### src/rtl/conv_pkg.sv
// ---------------------------------------------------------------------------
// conv_pkg
// Shared definitions for the convolution result BRAM writer.
//   DEF_DATA_W / DEF_WORD_W : default byte and BRAM word widths
//   NUM_LANES               : bytes packed into one BRAM word
//   LANE_W                  : width of a lane index
//   state_t                 : writer FSM states
// ---------------------------------------------------------------------------
package conv_pkg;

    localparam int DEF_DATA_W = 8;
    localparam int DEF_WORD_W = 64;
    localparam int NUM_LANES  = DEF_WORD_W / DEF_DATA_W;
    localparam int LANE_W     = $clog2(NUM_LANES);

    typedef enum logic [1:0] {
        ST_IDLE = 2'd0,
        ST_PACK = 2'd1,
        ST_DONE = 2'd2
    } state_t;

endpackage

### src/rtl/byte_packer.sv
// ---------------------------------------------------------------------------
// byte_packer
// Collects result bytes into one BRAM word, lane 0 first.
//   clk, rst     : clock, asynchronous active-high reset
//   i_clear      : drop any partial word and restart at lane 0
//   i_accept     : a byte is accepted this cycle
//   i_last       : the accepted byte is the last one of the job
//   i_data       : the byte being accepted
//   o_word       : pack register with the current byte merged in
//   o_wordDone   : word complete this cycle (lane 7 filled or last byte)
// ---------------------------------------------------------------------------
module byte_packer
    import conv_pkg::*;
#(
    parameter int DATA_W = DEF_DATA_W,
    parameter int WORD_W = DEF_WORD_W
)
(
    input  logic              clk,
    input  logic              rst,
    input  logic              i_clear,
    input  logic              i_accept,
    input  logic              i_last,
    input  logic [DATA_W-1:0] i_data,
    output logic [WORD_W-1:0] o_word,
    output logic              o_wordDone
);

    logic [LANE_W-1:0] r_lane;
    logic [WORD_W-1:0] r_pack;
    logic [WORD_W-1:0] w_merged;

    // The merged word is handed out combinationally so the top can register
    // it into the BRAM data port on the same edge that accepts the final byte.
    always_comb begin
        w_merged = r_pack;
        for (int i = 0; i < NUM_LANES; i++) begin
            if (r_lane == LANE_W'(i)) begin
                w_merged[i*DATA_W +: DATA_W] = i_data;
            end
        end
    end

    assign o_word     = w_merged;
    assign o_wordDone = i_accept && ((r_lane == LANE_W'(NUM_LANES - 1)) || i_last);

    // A completed word empties the pack register immediately, so unfilled
    // lanes of the next word are zero and packing never stalls.
    always_ff @(posedge clk or posedge rst) begin
        if (rst) begin
            r_lane <= '0;
            r_pack <= '0;
        end else if (i_clear || o_wordDone) begin
            r_lane <= '0;
            r_pack <= '0;
        end else if (i_accept) begin
            r_lane <= r_lane + LANE_W'(1);
            r_pack <= w_merged;
        end
    end

endmodule

### src/rtl/conv_result_bram_writer.sv
// ---------------------------------------------------------------------------
// conv_result_bram_writer
// Packs a stream of convolution result bytes into wide BRAM words and writes
// them to consecutive word addresses starting at a job base address.
//   clk, rst           : clock, asynchronous active-high reset
//   start              : one-cycle job request (ignored while busy)
//   base_addr          : first BRAM word address of the job
//   num_bytes          : result bytes in the job (0 = empty job)
//   in_valid, in_data  : result byte stream
//   in_ready           : byte accepted when in_valid & in_ready
//   ena, wea           : registered BRAM enable / write enable
//   addra, dina        : registered BRAM word address / write data
//   busy               : job in progress
//   done               : one-cycle job-complete pulse
// ---------------------------------------------------------------------------
module conv_result_bram_writer
    import conv_pkg::*;
#(
    parameter int DATA_W = DEF_DATA_W,
    parameter int WORD_W = DEF_WORD_W,
    parameter int ADDR_W = 12
)
(
    input  logic              clk,
    input  logic              rst,
    input  logic              start,
    input  logic [ADDR_W-1:0] base_addr,
    input  logic [15:0]       num_bytes,
    input  logic              in_valid,
    input  logic [DATA_W-1:0] in_data,
    output logic              in_ready,
    output logic              ena,
    output logic              wea,
    output logic [ADDR_W-1:0] addra,
    output logic [WORD_W-1:0] dina,
    output logic              busy,
    output logic              done
);

    state_t            r_state;
    state_t            w_nextState;
    logic [15:0]       r_num;
    logic [15:0]       r_count;
    logic [ADDR_W-1:0] r_addr;
    logic [ADDR_W-1:0] r_addra;
    logic [WORD_W-1:0] r_dina;
    logic              r_ena;

    logic              w_jobStart;
    logic              w_inReady;
    logic              w_accept;
    logic              w_last;
    logic              w_wordDone;
    logic [WORD_W-1:0] w_word;

    assign w_jobStart = (r_state == ST_IDLE) && start;
    assign w_inReady  = (r_state == ST_PACK) && (r_count < r_num);
    assign w_accept   = in_valid && w_inReady;
    assign w_last     = ((r_count + 16'd1) == r_num);

    byte_packer #(
        .DATA_W (DATA_W),
        .WORD_W (WORD_W)
    ) u_packer (
        .clk        (clk),
        .rst        (rst),
        .i_clear    (w_jobStart),
        .i_accept   (w_accept),
        .i_last     (w_last),
        .i_data     (in_data),
        .o_word     (w_word),
        .o_wordDone (w_wordDone)
    );

    always_ff @(posedge clk or posedge rst) begin
        if (rst) begin
            r_state <= ST_IDLE;
        end else begin
            r_state <= w_nextState;
        end
    end

    // PACK only leaves once every byte has been taken and the final word is
    // actually on the BRAM port, so done always follows the last write.
    always_comb begin
        w_nextState = r_state;
        case (r_state)
            ST_IDLE: begin
                if (start) begin
                    w_nextState = (num_bytes != 16'd0) ? ST_PACK : ST_DONE;
                end
            end
            ST_PACK: begin
                if (r_ena && (r_count == r_num)) begin
                    w_nextState = ST_DONE;
                end
            end
            ST_DONE: begin
                w_nextState = ST_IDLE;
            end
            default: begin
                w_nextState = ST_IDLE;
            end
        endcase
    end

    // Job bookkeeping and the registered BRAM port. A word is issued on the
    // edge that accepts its final byte, so it appears one cycle later while
    // the next byte is already being packed. The address wraps naturally.
    always_ff @(posedge clk or posedge rst) begin
        if (rst) begin
            r_num   <= '0;
            r_count <= '0;
            r_addr  <= '0;
            r_addra <= '0;
            r_dina  <= '0;
            r_ena   <= 1'b0;
        end else begin
            r_ena <= 1'b0;
            if (w_jobStart) begin
                r_num   <= num_bytes;
                r_count <= '0;
                r_addr  <= base_addr;
            end
            if (w_accept) begin
                r_count <= r_count + 16'd1;
            end
            if (w_wordDone) begin
                r_ena   <= 1'b1;
                r_addra <= r_addr;
                r_dina  <= w_word;
                r_addr  <= r_addr + ADDR_W'(1);
            end
        end
    end

    assign in_ready = w_inReady;
    assign ena      = r_ena;
    assign wea      = r_ena;
    assign addra    = r_addra;
    assign dina     = r_dina;
    assign busy     = (r_state != ST_IDLE);
    assign done     = (r_state == ST_DONE);

endmodule

### config.mk
export PLATFORM = sky130hd
export DESIGN_NAME = conv_result_bram_writer
export DESIGN_NICKNAME = d
export VERILOG_FILES = /design/src/rtl/conv_pkg.sv /design/src/rtl/byte_packer.sv /design/src/rtl/conv_result_bram_writer.sv
export SDC_FILE = /design/constraint.sdc
export NUM_CORES = 1
export LEC_CHECK = 0
export BUFFER_PORTS_ARGS = -buffer_cell sky130_fd_sc_hd__buf_2
export CAP_MARGIN = 15
export CORE_ASPECT_RATIO = 1.1
export CORE_MARGIN = 2
export CORE_UTILIZATION = 55
export DETAILED_ROUTE_END_ITERATION = 10
export PLACE_DENSITY = 0.76
export SETUP_SLACK_MARGIN = 0.5
export SYNTH_ARGS = -nofsm -noshare
export SYNTH_HDL_FRONTEND = slang
export SYNTH_SLANG_ARGS = --single-unit
### constraint.sdc
create_clock -name clk -period 7.07 [get_ports clk]
set_input_delay 0.707 -clock clk [delete_from_list [all_inputs] [get_ports clk]]
set_output_delay 0.707 -clock clk [all_outputs]
set_load 0.01 [all_outputs]
# [After elaboration in Yosys (flattened, before gate mapping)]
# Index checks and enable logic that the tools add are counted.
[totals] reg_bits=190 inputBits=40 out_inout_bits=81 elab_cells=62
[classes] addsub=3 magnitude_cmp=1 eq_ne=13 muxes=21 reduce_logical=15
[ops] cell="64-bit 2-to-1 mux" n=2
[ops] cell="8-bit 2-to-1 mux" n=8
[ops] cell="16-bit equality test" n=2
[ops] cell="16-bit 2-to-1 mux" n=2
[ops] cell="12-bit 2-to-1 mux" n=2
[ops] cell="16-bit by 1-bit adder with 16-bit output, second input constant" n=1
[ops] cell="16-bit < comparator" n=1
[ops] cell="16-bit nonzero test" n=1
[ops] cell="12-bit by 1-bit adder with 12-bit output, second input constant" n=1
[ops] cell="3-bit equality test, second input constant" n=4
[ops] cell="2-bit nonzero test" n=4
[ops] cell="3-bit by 2-bit equality test with 1-bit output, second input constant" n=2
[ops] cell="2-bit 2-to-1 mux" n=3
[ops] cell="3-bit 2-to-1 mux" n=2
[ops] cell="1-bit logical AND" n=5
[ops] cell="2-bit one-hot mux with 2 select lines" n=1
[ops] cell="3-bit by 1-bit adder with 3-bit output, second input constant" n=1
[ops] cell="3-bit by 1-bit equality test with 1-bit output, second input constant" n=1
[ops] cell="3-bit logical NOT" n=1
[ops] cell="2-bit by 1-bit equality test with 1-bit output, second input constant" n=1
[ops] cell="2-bit equality test, second input constant" n=1
[ops] cell="2-bit logical NOT" n=1
[ops] cell="1-bit logical OR" n=2
[ops] cell="2-bit by 1-bit inequality test with 1-bit output, second input constant" n=1
[ops] cell="3 further kinds" n=3

# [Depth between registers and ports, before layout]
# Gate-level depths: netlist (run 1).
[logic_depth] depth_word=6 depth_mapped=14 mapped_depth_nobuf=10

# [By module]
# From an unflattened synthesis (run 1), not the netlist that was laid out.
[unflattened] cells_unflattened=822 area_unflattened_um2=9549.2
[modules_own_cells] mod="conv_result_bram_writer" instances=1 cells_each=528 area_per_inst_um2=6128.4 seq_area_each_um2=3078.0
[modules_own_cells] mod="byte_packer" instances=1 cells_each=294 area_per_inst_um2=3420.8 seq_area_each_um2=1676.6

# [Worst setup path before layout (run 1)]
# Ideal clock, no wire load.
[synth_path] kind="reg2reg" start="register r_num[9]" end="register r_addr[10]" setup_time_ns=0.087 arrival_ns=2.697 required_time_ns=6.983 setup_slack_ns=4.286 path_stages_with_launch=13 n_path_buf=3 period_less_slack_ns=2.784 path_cell_list="dfrtp_1 -> inv_1 -> ha_1 -> a21o_1 -> a211o_1 -> a221oi_2 -> o211ai_1 -> or2_1 -> buf_2 -> buf_6 -> buf_2 -> or4_1 -> o211ai_1"
[synth_via] elab_chain_len=5 word_cells_on_any_way=8 cone_classes="order compare (1); eq/ne (1); mux (1); reduce/logical (5)"
[synth_rtl] element="start: declaration" line="conv_result_bram_writer.sv:42" source="logic [15:0] r_num;"
[synth_rtl] element="start signal: assignment" line="conv_result_bram_writer.sv:121" source="r_num <= num_bytes;"
[synth_rtl] element="16-bit < comparator" line="conv_result_bram_writer.sv:57" source="assign w_inReady = (r_state == ST_PACK) && (r_count < r_num);"
[synth_rtl] element="1-bit logical AND" line="conv_result_bram_writer.sv:57"
[synth_rtl] element="1-bit logical AND" line="conv_result_bram_writer.sv:58" source="assign w_accept = in_valid && w_inReady;"
[synth_rtl] element="1-bit logical AND (*)" line="byte_packer.sv:45" source="assign o_wordDone = i_accept && ((r_lane == LANE_W'(NUM_LANES - 1)) || i_last);"
[synth_rtl] element="12-bit 2-to-1 mux / 2-bit nonzero test (equally long branches)"
[synth_rtl] element="end signal: assignment" line="conv_result_bram_writer.sv:123" source="r_addr <= base_addr;"
[synth_rtl] element="end signal: assignment" line="conv_result_bram_writer.sv:132" source="r_addr <= r_addr + ADDR_W'(1);"
[synth_rtl] element="end: declaration" line="conv_result_bram_writer.sv:44" source="logic [ADDR_W-1:0] r_addr;"
# Mark *: on every way between the ends. The rest lies on a longest branch, timed or not.
# A chain may end at the register's enable or synchronous reset.

# [Worst setup path in the final report (run 1)]
[layout_path] start="register r_count[4]" end="register r_addra[9], in the netlist addra[9]"
[layout_via] elab_chain_len=4 word_cells_on_any_way=7 cone_classes="add/sub (1); order compare (1); eq/ne (1); reduce/logical (4)"
[layout_rtl] element="start: declaration" line="conv_result_bram_writer.sv:43" source="logic [15:0] r_count;"
[layout_rtl] element="start signal: assignment" line="conv_result_bram_writer.sv:126" source="r_count <= r_count + 16'd1;"
[layout_rtl] element="16-bit by 1-bit adder with 16-bit output / 16-bit < comparator (equally long branches)" line="conv_result_bram_writer.sv:59, conv_result_bram_writer.sv:57"
[layout_rtl] element="16-bit equality test / 1-bit logical AND (equally long branches)" line="conv_result_bram_writer.sv:59, conv_result_bram_writer.sv:57"
[layout_rtl] element="1-bit logical OR / 1-bit logical AND (equally long branches)" line="byte_packer.sv:45, conv_result_bram_writer.sv:58"
[layout_rtl] element="1-bit logical AND (*)" line="byte_packer.sv:45"
[layout_rtl] element="end signal: assignment" line="conv_result_bram_writer.sv:130" source="r_addra <= r_addr;"
[layout_rtl] element="end: declaration" line="conv_result_bram_writer.sv:45" source="logic [ADDR_W-1:0] r_addra;"
# Marked as above.

==> run summary, run 1 <==
WP buf/inv - 1
Initial antenna violation count - 0
GR Util met2 - 41.0%
Most common cell after layout, fill and taps aside - o21ai_0
CTS buffer count - 17
Syn_area_per_cell - 9.68 sq um
Worst Skew - 0.0106 ns
Post-DP HPWL - 15200 microns
CP required - 7.40 ns
Grt met3 use - 3.28%
Max Cap Viol - 0
Cells taking the most area after synthesis - dfrtp_1 (48%), o21ai_0 (11%), mux2i_1 (6.7%)
ANT nets after route - 0
Skew-Pair Late Insertion Delay - 0.44 ns
Yosys warning count - 0
Seq cells post-synth - 190
Worst-path clk slew - 0.07 ns
Full die area - 19200 sq um
Slew Limit Headroom - 26.7%
Post-Synthesis Cells - 1029
Post-synthesis compound-gate area fraction - 21.9%
Crit path largest cell delay - 0.65 ns
Most frequent cells in the layout - o21ai_0 (216), dfrtp_1 (190), buf_2 (120)
Vert. Die Dim - 145 microns
NumNets Final - 1149
Count of pins over their slew limit - 0
Fin. Hold Viols - 0
Placed Instances - 1304
R2R cell count - 9
P&R area growth vs syn - 11.3%
Net count after synthesis - 1093
Worst path slowest cell - dfrtp_1
I/O pin total - 121
CP startpoint kind - flip-flop
FP Rows - 51
Global Route met1 Usage - 37.4%
H-tree depth - 4
CTS tree - built
Total Power - 3.83 mW
Fmax - 0.255 GHz
Reg2reg start - r_count[4]
Asr flop ratio synth - 100%
Sequential fraction of the synthesis area - 47.7%
Global-route wire length before repair - 40600 microns
CP max FO - 64
Via density - 6.13
Number of global-route vias before repair - 7709
Simple-gate share of the synthesized area - 11.8%
Port Buf Inserts - 120
Largest family of logic cells by synthesized area - compound AO/OA/AOI/OAI gates
Clock Root Buffer - clkbuf_16
Die X - 132 microns
Post_cts resized - 0
WP data arrival - 4.25 ns
Post-CTS Setup Inserts - 0
Top_reg_cell synth - dfrtp_1
Grt peak-use layer - met2
Final setup fails - 0
CP Capture Type - flip-flop
DRC violations left - 0
R2R Path End - addra[9]
Min-delay worst type - in2async
GRT overflow - 0
Tightest Pin Transition - 1.10 ns
Post-synth cell types - 67
Maximum number of pins on one net before global-route repair - 126
Initial Util - 56.1%
Ant diodes - 0
Maximum VDD drop - 0.234 mV
Maximum buffer depth of the clock tree - 2
Yosys top cell by area - dfrtp_1
Yosys top cell area share - 47.7%
Sum of negative setup slack - 0 ns
Pleak - 4.98 nW
Synth Area in XOR/XNOR - 2.02%
Final GP Congestion - 0.884
R2R Setup Slk - 3.14 ns
Cell breakdown of the critical path - nand4_1, nor2_2, nand2_1, o311ai_1, and4b_1, a21oi_4, nand2b_2, buf_4, mux2_2
Core Region - 17700 sq um
Fill count - 1491
CP top delay family - simple AND/OR/NAND/NOR gates
First-pass iteration count of the detailed router - 5
Post-Route WL - 24600 microns
Power Dens Cells - 345 nW/um^2
Post-layout min period - 3.93 ns
Layout cell share with drive strength beyond 1 - 18.3%
RSZ-0062 raised after global routing - no
Post-synth EDFFs - 0
Crit path kind - reg2reg
Cts hold-fix bufs - 0
WL/cell - 18.5 microns
GRT Resource Usage Total - 26.2%
Synth Cell Area - 9960 sq um
Clock sinks - 190
Part of the cycle the worst path needs - 55.5%
DRT iter0 DRCs - 1067
Mux share of post-synthesis cell area - 8.05%
Non-filler cells, final - 1334
Run status - finished, final reports clean
Vias - 8174
Hold slack - 0.436 ns
Post-Synth Adder-Cell Area - 3.02%
## report_power, final
part	switching (mW)	total (mW)	leakage, nW	internal, mW
combinational	0.736	1.27	2.22	0.537
sequential	0.224	1.65	2.49	1.42
clock	0.428	0.908	0.273	0.480
total	1.39	3.83	4.98	2.44
## layer usage
| metal | wire, microns | vias to the layer above | part of all wire, % |
|---|---|---|---|
| li1 | - | 3822 | - |
| met3 | 1310 | 37 | 5.3 |
| met5 | 0 | - | 0 |
| met1 | 11000 | 4007 | 45 |
| met4 | 593 | 0 | 2.4 |
| met2 | 11700 | 308 | 48 |
## logic make-up after synthesis
kind of cell    after synthesis
buf+inv                     122
xor+xnor                     23
mux                          76
compound gates              373
simple gates                221
flops                       190
fa+ha+maj                    24
## area by class of cell
cell class / instances / area (sq um) / area share [%]
Clock buffer: 20 / 467 / 4.21
Sequential cell: 190 / 4750 / 42.9
Inverter: 27 / 109 / 0.982
Clock inverter: 10 / 80.1 / 0.723
Timing Repair Buffer: 132 / 691 / 6.23
Tap cell: 238 / 298 / 2.69
Multi-Input combinational cell: 717 / 4680 / 42.2
## cells in the mapped netlist (2+ instances only)
cell / n
nor3_1: 5
o311ai_2: 4
a211oi_2: 4
a21oi_1: 65
o21ai_1: 14
o21bai_1: 2
and2_1: 10
nand2_1: 53
inv_1: 27
or3_1: 3
ha_1: 24
nor2_1: 24
mux2_4: 8
dfrtp_1: 190
o21ai_0: 216
a2bb2oi_1: 5
xor2_1: 8
nor2b_1: 6
buf_2: 14
a21o_1: 4
a211oi_1: 10
buf_1: 3
xnor2_1: 15
a31o_2: 5
a41oi_1: 2
o31ai_1: 6
o21a_1: 2
nand3_1: 69
buf_4: 7
a221o_1: 3
nand2b_1: 4
a22oi_1: 5
o2bb2a_1: 4
o211ai_1: 7
a211o_1: 4
mux2i_1: 67
nor4_1: 6
clkbuf_1: 65
or4_1: 2
nand4_1: 9
and3_1: 14
a31oi_1: 4
buf_6: 6
## how the worst max path moves through the flow
stage	startpoint	end	cells past startpoint
2_1_floorplan	rst	addra[0]	1
3_3_place_gp	r_count[1]	addra[9]	10
3_5_place_dp	r_count[1]	addra[9]	10
4_1_cts	r_count[4]	addra[9]	9
5_1_grt	r_count[11]	u_packer.r_pack[47]	9
6_report	r_count[4]	addra[9]	9
## state kept, by name, summed over array words and instances, names as in the netlist
signal	cells
u_packer.r_lane	3
r_addr	12
r_state	2
addra	12
dina	64
u_packer.r_pack	64
r_num	16
ena	1
r_count	16
## per-stage QoR
step / area (sq um) / worst slack [ns] / util [%]
detailed placement: 10500 / 3.24 / 59.4
CTS: 11100 / 3.21 / 62.5
global placement: 10500 / 3.30 / 59.4
finish: 11100 / 3.14 / 62.5
global route: 11100 / 2.87 / 62.5
floorplan: 9960 / 1.19 / -
Power figures use the tool's default switching activity.
==> inputs of run 2 (changes only) <==
ABC_AREA = 1   (was default)
clock period = 3.8 ns   (was 7.07 ns; I/O delays follow)
==> run 2 against run 1 <==
  * Worst hold slack got worse by 0.36 ns
  * Die area decreased by 2.9%
  * First-iteration DRC count decreased by 20%
  * Sequential share of layout area increased by 0.80 points
  * Core utilization increased by 0.99 points
  * Critical path type unchanged
  * Critical endpoint is now u_packer.r_pack[44]
  * Largest power group unchanged
==> run summary, run 2 <==
GRT Resource Usage Total - 25.5%
Sequential fraction of the synthesis area - 49.2%
Cells taking the most area after synthesis - dfrtp_1 (49%), nand2_1 (13%), o21ai_0 (6.5%)
Min-delay worst type - in2async
FP Rows - 50
WL/cell - 14.8 microns
Simple-gate share of the synthesized area - 24.8%
GR Util met2 - 39.3%
H-tree depth - 4
Post-Synthesis Cells - 1225
Final setup margin - 0.782 ns
Largest family of logic cells by synthesized area - simple AND/OR/NAND/NOR gates
Crit path top cell by count - nand2_1
Yosys top cell area share - 49.2%
Fmax - 0.331 GHz
Initial Util - 56.4%
Post_cts resized - 0
Clock Root Buffer - clkbuf_16
Post-Synth Adder-Cell Area - 3.11%
Top_reg_cell synth - dfrtp_1
Initial antenna violation count - 0
Via density - 5.42
Vert. Die Dim - 143 microns
NumNets Final - 1374
Most frequent cells in the layout - nand2_1 (332), dfrtp_1 (190), o21ai_0 (126)
Post-synthesis compound-gate area fraction - 12.8%
Vias - 8434
CP max FO - 81
Asr flop ratio synth - 100%
Layout cell share with drive strength beyond 1 - 13.4%
Skew-Pair Late Insertion Delay - 0.43 ns
P&R area growth vs syn - 12.6%
Sum of negative setup slack - 0 ns
DRC violations left - 0
Syn_area_per_cell - 7.89 sq um
Top-count cell post-synth - nand2_1
Cell breakdown of the critical path - ha_1, nand2_1, nor2_4, nand4_1, nand2_1, nand2_1, nand2_1, nand2_1, nor2_1, nand3_2, nand2_2, nand2_8, buf_4, nand3_1, o21ai_0
CP Capture Type - flip-flop
R2R Path End - u_packer.r_pack[44]
Final GP Congestion - 0.942
RSZ-0062 raised after global routing - no
Count of pins over their slew limit - 0
Power Dens Cells - 630 nW/um^2
DRT iter0 DRCs - 858
Fin util - 63.4%
Post-DP HPWL - 15100 microns
Multi-input gate area - 4080 sq um
Global-route wire length before repair - 37900 microns
Crit path kind - reg2reg
Net count after synthesis - 1289
Max Cap Viol - 0
WP data arrival - 3.29 ns
Post-synth cell types - 33
Placed Instances - 1525
Yosys warning count - 0
Maximum buffer depth of the clock tree - 2
Worst Skew - 0.00944 ns
Ant diodes - 0
CP startpoint kind - flip-flop
Post-layout min period - 3.02 ns
Number of global-route vias before repair - 7666
Most common cell after layout, fill and taps aside - nand2_1
Die X - 130 microns
Clock sinks - 190
Synth Cell Area - 9660 sq um
Post-CTS Setup Inserts - 0
Post-Route WL - 22900 microns
Non-filler cells, final - 1555
Port Buf Inserts - 120
Final setup fails - 0
Post-synth EDFFs - 0
Grt met3 use - 4.50%
Grt peak-use layer - met2
CTS tree - built
ANT nets after route - 0
Core Region - 17100 sq um
Setup WS pre-CTS - 0.866 ns
Run status - finished, final reports clean
Mux share of post-synthesis cell area - 0%
CP required - 4.08 ns
Crit path largest cell delay - 0.43 ns
Tightest Pin Transition - 0.894 ns
Full die area - 18600 sq um
Reg2reg start - r_count[1]
R2R Setup Slk - 0.78 ns
Seq cells post-synth - 190
Synth Area in XOR/XNOR - 1.41%
Cts hold-fix bufs - 0
CTS buffer count - 17
Yosys top cell by area - dfrtp_1
Fin. Hold Viols - 0
I/O pin total - 121
Maximum number of pins on one net before global-route repair - 89
Most frequent cells after synthesis - nand2_1 (333), dfrtp_1 (190), o21ai_0 (126), nand3_1 (122), inv_1 (115)
Pleak - 5.57 nW
First-pass iteration count of the detailed router - 5
Global Route met1 Usage - 37.5%
Maximum VDD drop - 0.431 mV
Fill count - 1541
Reg area - 4750 sq um
Worst path slowest cell - dfrtp_1
R2R cell count - 15
Part of the cycle the worst path needs - 79.4%
CP startpoint - r_count[1]
Worst-path clk slew - 0.07 ns
GRT overflow - 0
Slew Limit Headroom - 40.4%
[run 2: kinds of logic (layout without fill, tap and decap cells)]
| group | count (synthesis) | after routing |
|---|---|---|
| simple gates | 571 | 571 |
| compound gates | 241 | 241 |
| flops | 190 | 190 |
| buf+inv | 185 | 281 |
| fa+ha+maj | 24 | 24 |
| xor+xnor | 14 | 14 |
[run 2: worst max-delay path by stage]
| stage | end |
|---|---|
| floorplan | addra[0] |
| global route | u_packer.r_pack[44] |
| CTS | u_packer.r_pack[44] |
| finish | u_packer.r_pack[44] |
| detailed placement | u_packer.r_pack[44] |
| global placement | u_packer.r_pack[14] |
[run 2: per-stage QoR]
step / hold WS (ns) / power [mW] / cell area (sq um)
final: 0.0795 / 6.85 / 10900
after global routing: 0.138 / 7.36 / 10900
after CTS: 0.106 / 6.86 / 10900
after detailed placement: 0.461 / 5.18 / 10300
after global placement: 0.455 / 5.10 / 10300
after floorplan: 0.444 / 4.53 / 9670
[run 2: area by class of cell]
class | count | area share (%)
clock buffer | 20 | 4.02
clock inverter | 10 | 0.851
inverter | 119 | 4.14
multi-input combinational | 850 | 37.5
sequential | 190 | 43.7
tap | 234 | 2.69
timing repair buffer | 132 | 7.04
[run 2: power by group]
part	internal [mW]	switching (mW)	total, mW
Combinational	0.791	1.67	2.46
Clock	0.896	0.770	1.67
Sequential	2.47	0.259	2.73
Total	4.16	2.70	6.85
[run 2: per-layer routing]
layer / part of all wire [%] / wire length (microns)
met1: 46 / 10600
met3: 6.7 / 1540
met4: 1.5 / 345
met5: 0 / 0
met2: 45 / 10400
[run 2: worst max-delay path: cells and delay by family (launching register included)]
| family | cells | cell delay (ns) |
|---|---|---|
| flip-flops | 1 | 0.43 |
| buffers and inverters | 1 | 0.34 |
| AO/OA/AOI/OAI | 1 | 0.10 |
| AND/OR/NAND/NOR | 12 | 1.71 |
| adder cells (fa/ha/maj) | 1 | 0.26 |
==> inputs of run 3 (changes only) <==
ABC_AREA = 0   (was 1)
clock period = 3.2 ns   (was 3.8 ns; I/O delays follow)
==> run 3 against run 2 <==
  * Clock skew grew 0.0011 ns
  * Worst hold slack better by 0.011 ns
  * Core utilization up 14 points
  * Sequential power up 36%
  * Power up 47%
  * Largest power group is now combinational cells
  * Cell area up 26%
  * Global-route usage rose by 3.9 points
  * Via count grew 17%
  * Worst setup slack worse by 0.56 ns
  * Combinational power up 69%
  * Critical path depth decreased by 3
  * Sequential share of layout area fell by 9.0 points
==> run summary, run 3 (synthesized netlist as in run 1, its figures left out) <==
Run status - finished, final reports clean
WP data arrival - 3.32 ns
First-pass iteration count of the detailed router - 5
Power Dens Cells - 736 nW/um^2
Ant diodes - 0
CTS buffer count - 17
Worst-path clk slew - 0.07 ns
Max Cap Viol - 0
Slew Limit Headroom - 24.6%
Maximum VDD drop - 0.523 mV
Port Buf Inserts - 120
Skew-Pair Late Insertion Delay - 0.45 ns
Clock Root Buffer - clkbuf_16
Cell breakdown of the critical path - ha_4, buf_4, xnor2_1, xnor2_1, o2111ai_1, nor3_1, and4b_2, a21oi_4, nand2b_4, buf_12, clkbuf_16, o21ai_0
Worst path slowest cell - dfrtp_2
Reg area - 4760 sq um
Count of pins over their slew limit - 0
Sum of negative setup slack - 0 ns
CP Capture Type - flip-flop
CP top delay family - simple AND/OR/NAND/NOR gates
Tightest Pin Transition - 1.13 ns
Multi-input gate area - 5630 sq um
FP Rows - 51
Post-DP HPWL - 15700 microns
Number of global-route vias before repair - 8586
Via density - 6.80
Die X - 132 microns
H-tree depth - 4
Post-layout min period - 2.98 ns
RSZ-0062 raised after global routing - yes
Pleak - 6.07 nW
Layout cell share with drive strength beyond 1 - 40.9%
Part of the cycle the worst path needs - 93.0%
Fmax - 0.336 GHz
Core Region - 17700 sq um
R2R Setup Slk - 0.22 ns
Vias - 9860
Fin util - 77.3%
Min-delay worst type - in2reg
GRT overflow - 0
Final GP Congestion - 0.865
Most frequent cells in the layout - dfrtp_1 (183), buf_2 (120), o21ai_0 (90)
WP buf/inv - 3
Placed Instance Area - 10800 sq um
I/O pin total - 121
Fill count - 1044
Crit path largest cell delay - 0.44 ns
DRT iter0 DRCs - 1406
Post-route cell area - 13700 sq um
Maximum number of pins on one net before global-route repair - 191
Vert. Die Dim - 145 microns
Initial Util - 56.1%
GRT Resource Usage Total - 29.5%
Worst Skew - 0.0105 ns
DRC violations left - 0
Total Power - 10.1 mW
CTS tree - built
Clock sinks - 190
Post-Route WL - 35400 microns
WL/cell - 24.4 microns
Most common cell after layout, fill and taps aside - dfrtp_1
Global-route wire length before repair - 45600 microns
Maximum buffer depth of the clock tree - 2
ANT nets after route - 0
CP max FO - 7
P&R area growth vs syn - 37.6%
Crit path top cell by count - xnor2_1
Fin. Hold Viols - 0
CP required - 3.54 ns
CP startpoint kind - flip-flop
Full die area - 19200 sq um
NumNets Final - 1264
Crit path kind - reg2reg
Initial antenna violation count - 0
Final setup fails - 0
[run 3: cell count changes in the layout (fill, tap and decap cells not counted), sizes merged, moves of 9 or more]
| cell | delta |
|---|---|
| a211oi | +15 |
| a21oi | +55 |
| and2 | +10 |
| and3 | +14 |
| buf | +100 |
| clkbuf | +15 |
| inv | -84 |
| mux2 | +9 |
| mux2i | +67 |
| nand2 | -284 |
| nand3 | -53 |
| nor2 | -64 |
| o21ai | +11 |
| xnor2 | +12 |
[run 3: repair_timing]
action | in CTS | in global routing
endpoints found under the hold margin | 0 | 0
endpoints found under the setup margin | 167 | 169
gates cloned | 9 | 23
gates resized for setup | 58 | 324
setup buffers | 38 | 23
hold buffers | 0 | 0
pin swaps | 22 | 118
[run 3: power breakdown]
group / switching, mW / total, mW / leakage [nW] / internal [mW]
logic: 2.33 / 4.16 / 3.30 / 1.82
registers: 0.553 / 3.70 / 2.48 / 3.14
clock network: 1.08 / 2.24 / 0.296 / 1.16
[run 3: tightest hold or removal path, cell delays in order]
cell and delay (ns):
buf_2 0.09, nand2_1 0.04, o21ai_0 0.05
[run 3: final timing paths]
kind,start,endpoint,depth (start not counted)
worst min-delay path,num_bytes[7],r_num[7],3
min in group asynchronous,rst,addra[4],3
max in group asynchronous,rst,r_count[10],3
worst max-delay path,r_count[0],dina[59],12
worst max register to register,r_count[0],dina[59],12
worst min register to register,r_state[1],r_state[1],1
[run 3: area by class of cell]
cell class / count / share of cell area [%]
inverter: 27 / 0.767
clock buffer: 20 / 3.33
timing repair buffer: 247 / 16.9
clock inverter: 12 / 1.01
multi-input combinational: 717 / 41.1
sequential: 190 / 34.8
tap: 238 / 2.17
[run 3: layer usage]
layer | wire (microns) | GRT usage, % | up-vias
met5 | 0 | 0 | -
met1 | 13400 | 40.2 | 4841
met3 | 3220 | 5.17 | 196
met4 | 1830 | 11.6 | 0
li1 | - | - | 4083
met2 | 17000 | 47.1 | 740
[run 3: through the flow]
stage | setup WS, ns | cells | hold slack (ns)
detailed placement | 0.165 | 1326 | 0.452
finish | 0.225 | 1451 | 0.0903
global placement | 0.259 | 1326 | 0.445
floorplan | 0.432 | 1029 | 0.425
CTS | 0.431 | 1405 | 0.0935
global route | 0.0924 | 1451 | 0.106
